### src/rtl/riscv_pkg.sv
// Shared RV32I constants: word type, NOP encoding and the boot program image
// that the instruction ROM serves from word 0 upward.
package riscv_pkg;

   localparam int XLEN = 32;

   typedef logic [XLEN-1:0] instr_t;

   // addi x0,x0,0
   localparam instr_t NOP_WORD = 32'h00000013;

   localparam int BOOT_LEN = 6;

   localparam instr_t BOOT_PROG [BOOT_LEN] = '{
      32'h00500093,   // addi x1,x0,5
      32'h00A00113,   // addi x2,x0,10
      32'h002081B3,   // add  x3,x1,x2
      32'h40110233,   // sub  x4,x2,x1
      32'h0041F2B3,   // and  x5,x3,x4
      32'h0000006F    // jal  x0,0 (spin)
   };

endpackage

### src/rtl/instruction_rom.sv
// Combinational boot ROM: word index -> instruction word. Anything outside
// the boot image, including indices past DEPTH, reads as NOP_WORD.
module instruction_rom
   import riscv_pkg::*;
#(
   parameter int     DEPTH    = 256,
   parameter instr_t NOP_WORD = riscv_pkg::NOP_WORD
) (
   input  logic [XLEN-1:0] i_index,
   output logic [XLEN-1:0] o_word
);

   always_comb begin
      o_word = NOP_WORD;
      // No wrap-around: high indices must not alias onto the boot image.
      if (i_index < 32'(DEPTH)) begin
         for (int k = 0; k < BOOT_LEN; k++) begin
            if (i_index == 32'(k)) begin
               o_word = BOOT_PROG[k];
            end
         end
      end
   end

endmodule

### src/rtl/instruction_mem.sv
// Fetch-stage instruction memory: registered read of the boot ROM, one cycle
// of latency, synchronous active-high reset forcing the output to NOP.
module instruction_mem
   import riscv_pkg::*;
#(
   parameter int     DEPTH    = 256,
   parameter instr_t NOP_WORD = riscv_pkg::NOP_WORD
) (
   input  logic        clk,
   input  logic        reset,
   input  logic [31:0] io_addr,
   output logic [31:0] io_data
);

   logic [XLEN-1:0] w_index;
   logic [XLEN-1:0] w_rom_word;
   logic [XLEN-1:0] r_data = NOP_WORD;

   // Byte address to word index; the low two bits drop out, so a misaligned
   // address reads the containing word.
   assign w_index = io_addr >> 2;

   instruction_rom #(
      .DEPTH    (DEPTH),
      .NOP_WORD (NOP_WORD)
   ) u_rom (
      .i_index (w_index),
      .o_word  (w_rom_word)
   );

   always_ff @(posedge clk) begin
      if (reset) begin
         r_data <= NOP_WORD;
      end else begin
         r_data <= w_rom_word;
      end
   end

   assign io_data = r_data;

endmodule

### config.mk
export PLATFORM = sky130hd
export DESIGN_NAME = instruction_mem
export DESIGN_NICKNAME = d
export VERILOG_FILES = /design/src/rtl/riscv_pkg.sv /design/src/rtl/instruction_rom.sv /design/src/rtl/instruction_mem.sv
export SDC_FILE = /design/constraint.sdc
export NUM_CORES = 1
export LEC_CHECK = 0
export BUFFER_PORTS_ARGS = -buffer_cell sky130_fd_sc_hd__buf_2
export CORE_ASPECT_RATIO = 1.1
export CORE_MARGIN = 4
export CORE_UTILIZATION = 41
export CTS_CLUSTER_DIAMETER = 60
export CTS_CLUSTER_SIZE = 16
export DETAILED_ROUTE_END_ITERATION = 7
export PLACE_DENSITY = 0.87
export SYNTH_ARGS = -nofsm -noshare
export SYNTH_HDL_FRONTEND = slang
export SYNTH_HIERARCHICAL = 1
export SYNTH_SLANG_ARGS = --single-unit
### constraint.sdc
create_clock -name clk -period 1.2 [get_ports clk]
set_input_delay 0.12 -clock clk [delete_from_list [all_inputs] [get_ports clk]]
set_output_delay 0.12 -clock clk [all_outputs]
set_load 0.03 [all_outputs]
==> impl_results.md <==
- Status: complete, no violations
- Total Nets Final: 221
- Sequential area share after synthesis: 50.8%
- Syn Area/Cell: 10.2 um^2
- Vias: 928
- Yosys top cell area share: 50.8%
- Die area: 0.00403 mm^2
- Placed cell area: 0.00154 mm^2
- Port Buffer Count: 63
- CP arrival: 1.37 ns
- Max FFs per register: 32
- Routed wire length: 2170 um
- Final cycle utilization of the critical path: 93.2%
- Clk buf depth: 2
- CTS Sinks: 32
- Clk slew on worst S/H paths: 0.09 ns
- Worst path cell trace: buf_2, nor4_2, nand4_1, buf_6, nor4b_2, nor2b_1
- Vias/cell: 4.22
- Critical Path RT: 1.45 ns
- Syn-to-layout area delta: 27.7%
- PwrDens: 1200 mW/mm^2
- Residual DRC count: 0
- Final hold slack: 0.194 ns
- Reg area: 641 um^2
- Startpoint Class: input port
- Adder-cell share of the synthesized area: 0%
- CORE AREA: 0.00285 mm^2
- Final std cells w/o fill: 220
- Chip height: 66.2 um
- Vias in the first global route: 885
- Total Routing Usage GR: 12.7%
- Die X: 60.9 um
- Syn Inst Count: 124
- Warnings, synthesis: 6
- Initial antenna violation count: 0
- Ant diodes: 0
- Xor/xnor share of the synthesized area: 1.39%
- Critical path's slowest cell: nor4b_2
- Endpoints failing hold: 0
- Pin count of the biggest net entering global routing: 33
- Multi-input logic area: 492 um^2
- CP delay by family, top: simple AND/OR/NAND/NOR gates
- Layout cells sized above 1: 45.5%
- Final Max Slew Viols: 0
- HPWL Detailed: 1760 um
- Main combinational cell family by area after synthesis: simple AND/OR/NAND/NOR gates
- Peak VDD IR: 0.681 mV
- Synth cell types: 22
- TNS Setup: 0 ns
- # fillers: 279
- Cell taking the most area after synthesis: dfxtp_1
- Number of buffers created by CTS: 5
- Min-Delay Path Class: in -> reg
- Most common cell after layout, fill and taps aside: buf_2
- WL/cell: 9.85 um
- Minimum clock period after layout: 1.12 ns
- Yosys reg bits: 32
- DP Worst Slack: -0.283 ns
- CTS Hold Buffers Added: 0
- LEAKAGE: 0.763 nW
- Iter 0 DRT Violations: 14
- Routability congestion estimate: 0.697
- Synth area leaders: dfxtp_1 51%, nor2b_1 15%, buf_4 12%
- F_max: 894 MHz
- Crit Path Max Fanout: 5
- CP peak stage delay: 0.27 ns
- Crit path buffers/inverters: 2
- Post-route cell area: 0.00161 mm^2
- GRT overflow: 0
- DRT Pass-1 Iters: 4
- Post-DRT Antenna Nets: 0
- Post-CTS setup buffer count: 0
- Setup CP Type: in -> reg
- CTS tree: yes
- Mapped cell area: 0.00126 mm^2
- CP Capture Type: register
- Final setup fails: 0
- IO Pins: 66
- Rows: 20
- H-tree depth: 2
- Most frequent cells in the layout: 63 x buf_2, 32 x dfxtp_1, 30 x nor2b_1, 16 x conb_1, 6 x buf_4
- Initial Utilization: 44.2%
- Post-synthesis compound-gate area fraction: 1.79%
- First-pass GRT wire length: 3640 um
- Clock root buffer: clkbuf_4
- Mux cell area share after synthesis: 0%
- Max-Cap Viols: 0
- Final worst slack: 0.0818 ns
- Simple-gate portion of the synthesized area: 29.7%
- Cell Count Post-Placement: 213
==> final timing paths <==
kind                                endpoint         from  cells after the start
worst min-delay path  io_data[22]$_SDFF_PP0_   io_addr[2]                      3
worst max-delay path   io_data[8]$_SDFF_PP0_  io_addr[12]                      6
==> per-stage QoR <==
step	power [mW]	util (%)
after global placement	1.32	53.9
after floorplan	1.26	-
final	1.94	56.4
after global routing	2.06	56.4
after CTS	1.97	56.1
after detailed placement	1.32	53.9
==> Yosys cell counts (all sizes together) <==
cell and n:
dfxtp 32, nor2b 30, buf 25, nor4 9, nor3 6, conb 3, or2 3, clkbuf 2
nand2 2, nand4 2, nor2 2, a2111oi 1, a211oi 1, nand2b 1, nand3b 1, nor4b 1
or3 1, xnor2 1, xor2 1
==> layer usage <==
| metal | up-vias | track usage (%) | part of all wire [%] |
|---|---|---|---|
| met1 | 383 | 12.7 | 35 |
| met2 | 50 | 21.1 | 50 |
| li1 | 489 | - | - |
| met5 | - | 0 | 0 |
| met3 | 6 | 4.49 | 12 |
| met4 | 0 | 8.94 | 2.7 |
==> where the power goes <==
group | total (mW) | internal, mW | switching, mW
logic | 0.203 | 0.0828 | 0.120
registers | 1.09 | 1.09 | 0.00469
clock network | 0.646 | 0.332 | 0.314
==> cells by family after synthesis <==
logic type,count (synthesis)
flip-flops,32
XOR/XNOR,2
buffers and inverters,27
AO/OA/AOI/OAI,2
other,3
AND/OR/NAND/NOR,58
==> tightest hold or removal path, stage by stage <==
cell and delay [ns]:
buf_2 0.17, nor4_2 0.06, nor2b_1 0.11
==> area by class of cell <==
cell class	instances	share of cell area (%)
Sequential cell	32	39.8
Multi-Input combinational cell	78	30.5
Timing Repair Buffer	70	23.1
Clock buffer	7	4.04
Tap cell	33	2.56
==> timing repair <==
item / in CTS / in global routing
hold endpoints to repair: 0 / 0
endpoints found under the setup margin: 0 / 4
gates resized for setup: 0 / 2
No activity file was read; power rests on OpenSTA's default activity.
